$ cat src/rtl/ram32_fifo_ctrl.sv
// FWFT FIFO controller around an external 32x14 async-read distributed RAM.
// Latency: an accepted write into an empty FIFO is presented on RD_DATA two edges later; pops refill every cycle.
// Backpressure: FULL/AFULL come from the registered LEVEL; writes while FULL are dropped and flagged in OVF.
module ram32_fifo_ctrl #(
  parameter int unsigned AFULL_THR  = 28,
  parameter int unsigned AEMPTY_THR = 4
) (
  input  logic        CLK,
  input  logic        RST,
  input  logic        CLR,
  input  logic        WR_EN,
  input  logic [13:0] WR_DATA,
  output logic        FULL,
  output logic        AFULL,
  input  logic        RD_EN,
  output logic [13:0] RD_DATA,
  output logic        VALID,
  output logic        EMPTY,
  output logic        AEMPTY,
  output logic [5:0]  LEVEL,
  output logic        OVF,
  output logic        UDF,
  output logic        RAM_WE,
  output logic [4:0]  RAM_WADDR,
  output logic [13:0] RAM_DI,
  output logic [4:0]  RAM_RADDR,
  input  logic [13:0] RAM_DO
);

  localparam logic [5:0] AFULL_LVL  = 6'(AFULL_THR);
  localparam logic [5:0] AEMPTY_LVL = 6'(AEMPTY_THR);
  localparam logic [5:0] DEPTH      = 6'd32;

  logic [4:0]  wptr;
  logic [4:0]  rptr;
  logic [5:0]  rcnt;      // words sitting in RAM, not yet in the output register
  logic [5:0]  level_q;   // words in RAM plus the output register
  logic        valid_q;
  logic [13:0] dout_q;
  logic        ovf_q;
  logic        udf_q;

  logic        full_q;
  logic        wr_acc;
  logic        rd_acc;
  logic        load;
  logic [5:0]  rcnt_nxt;
  logic [5:0]  level_nxt;

  // Flags decode the LEVEL register only, so no request input reaches them combinationally.
  assign full_q = (level_q == DEPTH);
  assign FULL   = full_q;
  assign AFULL  = (level_q >= AFULL_LVL);
  assign AEMPTY = (level_q <= AEMPTY_LVL);
  assign EMPTY  = ~valid_q;
  assign VALID  = valid_q;
  assign LEVEL  = level_q;
  assign RD_DATA = dout_q;
  assign OVF    = ovf_q;
  assign UDF    = udf_q;

  // RAM write is suppressed during flush and while reset is held so the array is never disturbed.
  assign wr_acc    = WR_EN & ~full_q & ~CLR & ~RST;
  assign rd_acc    = RD_EN & valid_q;
  assign load      = (rcnt != 6'd0) & (~valid_q | rd_acc);
  assign RAM_WE    = wr_acc;
  assign RAM_WADDR = wptr;
  assign RAM_DI    = WR_DATA;
  assign RAM_RADDR = rptr;

  // Next occupancy counts: RAM backlog tracks writes vs. loads, LEVEL tracks writes vs. pops.
  always_comb begin
    rcnt_nxt  = rcnt + {5'd0, wr_acc} - {5'd0, load};
    level_nxt = level_q + {5'd0, wr_acc} - {5'd0, rd_acc};
  end

  // Pointer, occupancy, output register and sticky error state; CLR beats any request.
  always_ff @(posedge CLK or posedge RST) begin
    if (RST) begin
      wptr    <= '0;
      rptr    <= '0;
      rcnt    <= '0;
      level_q <= '0;
      valid_q <= 1'b0;
      dout_q  <= '0;
      ovf_q   <= 1'b0;
      udf_q   <= 1'b0;
    end else if (CLR) begin
      wptr    <= '0;
      rptr    <= '0;
      rcnt    <= '0;
      level_q <= '0;
      valid_q <= 1'b0;
      dout_q  <= '0;
      ovf_q   <= 1'b0;
      udf_q   <= 1'b0;
    end else begin
      if (wr_acc) begin
        wptr <= wptr + 5'd1;
      end
      if (load) begin
        dout_q  <= RAM_DO;
        rptr    <= rptr + 5'd1;
        valid_q <= 1'b1;
      end else if (rd_acc) begin
        valid_q <= 1'b0;
      end
      rcnt    <= rcnt_nxt;
      level_q <= level_nxt;
      if (WR_EN & full_q) begin
        ovf_q <= 1'b1;
      end
      if (RD_EN & ~valid_q) begin
        udf_q <= 1'b1;
      end
    end
  end

endmodule

$ cat config.mk
export PLATFORM = sky130hd
export DESIGN_NAME = ram32_fifo_ctrl
export DESIGN_NICKNAME = d
export VERILOG_FILES = /design/src/rtl/ram32_fifo_ctrl.sv
export SDC_FILE = /design/constraint.sdc
export NUM_CORES = 1
export LEC_CHECK = 0
export ABC_AREA = 1
export BUFFER_PORTS_ARGS = -buffer_cell sky130_fd_sc_hd__clkbuf_2
export CORE_ASPECT_RATIO = 1.4
export CORE_MARGIN = 1
export CORE_UTILIZATION = 50
export CTS_CLUSTER_DIAMETER = 120
export DETAILED_ROUTE_END_ITERATION = 8
export GPL_TIMING_DRIVEN = 0
export PLACE_DENSITY = 0.8
export SLEW_MARGIN = 20
export SYNTH_ARGS = -nofsm -noshare
export SYNTH_HDL_FRONTEND = slang
export SYNTH_SLANG_ARGS = --single-unit
$ cat constraint.sdc
create_clock -name CLK -period 2.9 [get_ports CLK]
set_clock_uncertainty 0.15 [all_clocks]
set_input_delay 0.58 -clock CLK [delete_from_list [all_inputs] [get_ports CLK]]
set_output_delay 0.58 -clock CLK [all_outputs]
set_load 0.005 [all_outputs]
# --- Word level (Yosys, flattened, before mapping) ---
# Index checks and enable logic that the tools add are counted.
totals:
  register_bits: 39
  latchBits: 0
  ramBits: 0
  mem_bits_ro: 0
  inputBits: 33
  output_inout_bits: 52
  word_cells: 50
  mem_count: 0
classes:
  n_addsub: 6
  multipliers: 0
  div: 0
  magnitude_cmp: 2
  eq_ne: 1
  shifts: 0
  n_mux: 15
  n_bitwise: 12
  reduce_logical: 6
ops:
  columns: ["cell", "count"]
  rows:
  - ["2-to-1 mux 14 bit", 2]
  - ["2-to-1 mux 5 bit", 4]
  - ["adder 6 x 1 -> 6 bit", 2]
  - ["2-to-1 mux 6 bit", 2]
  - ["subtractor 6 x 1 -> 6 bit", 2]
  - ["adder 5 x 1 -> 5 bit (second input constant)", 2]
  - ["nonzero test 2 bit", 4]
  - ["AND 1 bit", 7]
  - ["2-to-1 mux 1 bit", 7]
  - ["== test 6 bit (second input constant)", 1]
  - [">= comparator 6 x 5 -> 1 bit (second input constant)", 1]
  - ["<= comparator 6 x 3 -> 1 bit (second input constant)", 1]
  - ["nonzero test 6 bit", 1]
  - ["NOT 1 bit", 4]
  - ["nonzero test 3 bit", 1]
  - ["OR 1 bit", 1]

# --- Longest topological paths before layout ---
logic_depth:
  word_depth: 8
  mapped_depth: 16
  ltp_nobuf: 16

# --- Least setup slack after synthesis ---
# Ideal clock, no wire load.
synth_path:
  kind: "input to register"
  startpoint: "in RST"
  endpoint: "reg level_q[4] (netlist: LEVEL[4])"
  setup_time_ns: 0.117
  arrival_ns: 3.228
  setup_slack_ns: -0.594
  stages: 14
  path_buffers: 0
  cell_sequence: "inv_1 > nand3_2 > nor2_4 > inv_2 > ha_1 > inv_1 > ha_1 > fa_1 > nand2_1 > nand2_1 > a21oi_1 > nand2_1 > nand2_1 > nor2_1"
synth_between:
  elab_chain_cells: 5
synth_rtl:
  columns: ["element", "line_no", "source"]
  rows:
  - ["start, declared", "9", "input logic RST,"]
  - ["NOT 1 bit", "63", "assign wr_acc = WR_EN & ~full_q & ~CLR & ~RST;"]
  - ["AND 1 bit", "63", null]
  - ["net RAM_WE", "23", "output logic RAM_WE,"]
  - ["adder 6 x 1 -> 6 bit", "74", "level_nxt = level_q + {5'd0, wr_acc} - {5'd0, rd_acc};"]
  - ["subtractor 6 x 1 -> 6 bit", "74", null]
  - ["2-to-1 mux 6 bit", "88", "end else if (CLR) begin"]
  - ["end signal, assigned", "109", "level_q <= level_nxt;"]
  - ["end, declared", "37", "logic [5:0] level_q;"]
# The timed path passes the listed nets, and every way through them passes these cells.
# A chain may end at the register's enable or synchronous reset.

# --- Worst setup path after layout ---
layout_path:
  startpoint: "reg rcnt[2]"
  endpoint: "reg rcnt[4]"
layout_between:
  elab_chain_cells: 4
  elab_cells_between_ends: 5
layout_rtl:
  columns: ["element", "line_no", "source"]
  rows:
  - ["start, declared", "36", "logic [5:0] rcnt;"]
  - ["start signal, assigned", "108", "rcnt <= rcnt_nxt;"]
  - ["parallel branches: the longest is 2 deep, another holds adder 6 x 1 -> 6 bit", null, null]
  - ["subtractor 6 x 1 -> 6 bit *", "73", "rcnt_nxt = rcnt + {5'd0, wr_acc} - {5'd0, load};"]
  - ["2-to-1 mux 6 bit *", "88", null]
# Every way passes the cells marked *.

==> flow_summary_export.csv <==
group,metric,value,unit
run_status,status,"finished, final reports clean",
yosys,synth_cell_types,25,
worst_setup_path,critPathKind,"reg -> reg",
routing,dr.first_iter.drc_count,32,
yosys,synth-seq-cells,39,
cells_and_area,fillers,417,
cts,insertion_delay,0.29,ns
power,p_leak,1.76,nW
worst_setup_path,critical_path_arrival,2.79,ns
timing,period_needed,2.75,ns
cts,htree_num_levels,2,
cts,clock_path_buffers,2,
die,initial_utilization,52.7,%
routing,ant_nets,0,
timing,holdWs,0.155,ns
worst_setup_path,r2r_setup_slack,0.15,ns
global_route,grt_max_degree,21,
global_route,grt_pass1_vias,1897,
worst_setup_path,r2r_end,"rcnt[4]$_DFF_PP0_",
global_route,antenna_found_initial,0,
yosys,syn_area,2410,sq um
placement,hpwl,3760,microns
cts,cts_tree,"built",
worst_setup_path,end_kind,"flop",
timing,tightest_slew,0.520,ns
placement,dp_slack,-0.520,ns
routing,drt_wl_total,5090,microns
yosys,yosysTopAreaCell,"dfrtp_1",
worst_setup_path,slowest_delay,0.39,ns
power,power,0.00246,W
yosys,async_reset_ff_share,100,%
yosys,synth.avg_cell_area,8.25,sq um
routing,vias_per_cell,4.83,
cells_and_area,nNetsFinal,430,
yosys,synth_area_leaders,"dfrtp_1 40%, nand2_1 12%, ha_1 11%, nand3_1 7.3%, inv_1 5.5%",
yosys,ys_warn_count,0,
worst_setup_path,cp_max_fo,10,
cells_and_area,area_growth,23.8,%
routing,drc_errors,0,
timing,final-setup-viol-count,0,
placement,dpl.cell_count,423,
cts,clock-sinks,39,
global_route,overflow,0,
die,die_h,84.1,microns
worst_setup_path,startpoint,"rcnt[2]$_DFF_PP0_",
yosys,yosysTopAreaCellShare,40.5,%
yosys,synth_edf_count,0,
hold_path,hp-class,"in -> async",
worst_setup_path,r2r_start,"rcnt[2]$_DFF_PP0_",
flow_run,max_cap_viol_count,0,
cells_and_area,final_cell_mix,"79 x nand2_1, 69 x clkbuf_2, 39 x dfrtp_1, 35 x nand3_1, 34 x inv_1",
cells_and_area,layout-drive-gt1-share,31.6,%
die,core,4570,sq um
cells_and_area,antenna_cells,0,
timing,setup_ws,0.153,ns
die,dieWidth,60.7,microns
global_route,grt.total_usage,20.8,%
die,rows,29,
worst_setup_path,crit_chain,"inv_1 -> ha_1 -> nand4_2 -> nand2_4 -> buf_6 -> inv_1 -> ha_1 -> inv_1 -> ha_1 -> fa_2 -> nand2_1 -> nand2_1 -> a21oi_1 -> nand2_1 -> nand2_1 -> nor2_1",
yosys,syn-num-nets,349,
timing,fmaxAchievable,0.364,GHz
worst_setup_path,critPathSlowestCell,"dfrtp_1",
timing,finalHoldViolCount,0,
yosys,netlist_instances,292,
timing,post-route-period-util,94.7,%
worst_setup_path,worst_setup_path_start_kind,"flop",
yosys,yosysSeqAreaShare,40.5,%
cells_and_area,final_cells,436,
worst_setup_path,worstPathRequired,2.94,ns
cells_and_area,multi_input_area,1110,sq um
cts,clkTransAtPathRegs,0.08,ns
routing,wl_per_cell,11.7,microns
cells_and_area,final_common_cell,"nand2_1",
placement,gp_congestion,0.874,
routing,first_pass_iters,4,
cts,post_cts_hold_buffer_count,0,
worst_setup_path,cp-endpoint,"rcnt[4]$_DFF_PP0_",
global_route,grt_pass1_wl,7980,microns
timing,slew_viol_final,0,
placement,port_buffers,69,
routing,num_vias,2104,
worst_setup_path,reg2reg_depth,16,
cts,cts-root-buf,"clkbuf_8",
power,p_per_area,825,nW/um^2
cells_and_area,regArea,976,sq um
cts,cts_buffers,5,
die,io_pins,85,
power,irDropWorstVdd,0.000415,V
yosys,synthFlopType,"dfrtp_1",
worst_setup_path,critPathMostFrequentCell,"nand2_1",
die,dieArea,5110,sq um
timing,max_slew_margin,65.1,%
routing by layer:
layer | vias to the layer above | GRT usage, % | wire [microns]
met2 | 67 | 36.8 | 2710
met1 | 965 | 23.6 | 2000
met4 | 0 | 8.26 | 88
met3 | 8 | 4.16 | 287
li1 | 1064 | - | -
met5 | - | 0 | 0
layout make-up:
| class | instances | share of cell area (%) |
|---|---|---|
| tap | 62 | 2.60 |
| timing repair buffer | 72 | 12.3 |
| multi-input combinational | 192 | 37.2 |
| timing repair inverter | 2 | 0.419 |
| clock buffer | 8 | 3.36 |
| buffer | 22 | 6.29 |
| inverter | 39 | 5.12 |
| sequential | 39 | 32.7 |
where the power goes:
part	switching, W	total [W]	leakage [nW]	internal (W)
Combinational	0.000746	0.00127	1.19	0.000528
Clock	0.000190	0.000407	0.0515	0.000217
Sequential	0.0000988	0.000781	0.514	0.000682
registers in the layout, indices dropped and copies added (netlist names):
name	flops
LEVEL	6
OVF	1
RAM_RADDR	5
RAM_WADDR	5
RD_DATA	14
UDF	1
VALID	1
rcnt	6
repair_timing:
item | in CTS | in global routing
endpoints found under the setup margin | 5 | 2
resized for setup | 0 | 1
gates cloned | 1 | 1
setup buffers | 0 | 3
pin swaps | 0 | 2
logic make-up (layout without fill, tap and decap cells):
family	count (synthesis)	after routing	synth area share [%]
adder cells (fa/ha/maj)	24	24	13.1
XOR/XNOR	6	6	2.18
flip-flops	39	39	40.5
AND/OR/NAND/NOR	147	147	27.1
buffers and inverters	61	143	14.0
AO/OA/AOI/OAI	15	15	3.22
worst min path at each step:
| stage | from | endpoint | cells past startpoint |
|---|---|---|---|
| global placement | UDF$_DFFE_PP0P_ | UDF$_DFFE_PP0P_ | 2 |
| finish | RST | RD_DATA[4]$_DFFE_PP0P_ | 2 |
| CTS | RST | rcnt[0]$_DFF_PP0_ | 2 |
| global route | RST | RD_DATA[4]$_DFFE_PP0P_ | 2 |
| floorplan | OVF$_DFFE_PP0P_ | OVF$_DFFE_PP0P_ | 2 |
| detailed placement | UDF$_DFFE_PP0P_ | UDF$_DFFE_PP0P_ | 2 |
critical path: cells and delay by family, from the launching register on:
kind,cells,cell delay (ns)
adder cells (fa/ha/maj),4,1.09
flip-flops,1,0.39
AO/OA/AOI/OAI,1,0.16
AND/OR/NAND/NOR,7,0.54
buffers and inverters,4,0.31
Yosys cell counts (3+ instances only):
cell type / n
nand2_1: 79
dfrtp_1: 39
inv_1: 35
nand3_1: 35
nor2_1: 23
ha_1: 22
buf_4: 16
a21oi_1: 7
buf_6: 6
o21ai_0: 4
xor2_1: 4
inv_2: 3
per-stage QoR:
step | TNS (ns) | util [%] | cell area, sq um
final | 0 | 65.2 | 2980
after global routing | -0.00281 | 65.2 | 2980
after CTS | 0 | 64.5 | 2950
after detailed placement | -2.60 | 62.2 | 2850
after global placement | -2.22 | 62.2 | 2850
after floorplan | -0.000880 | - | 2420
Power figures use the tool's default switching activity.
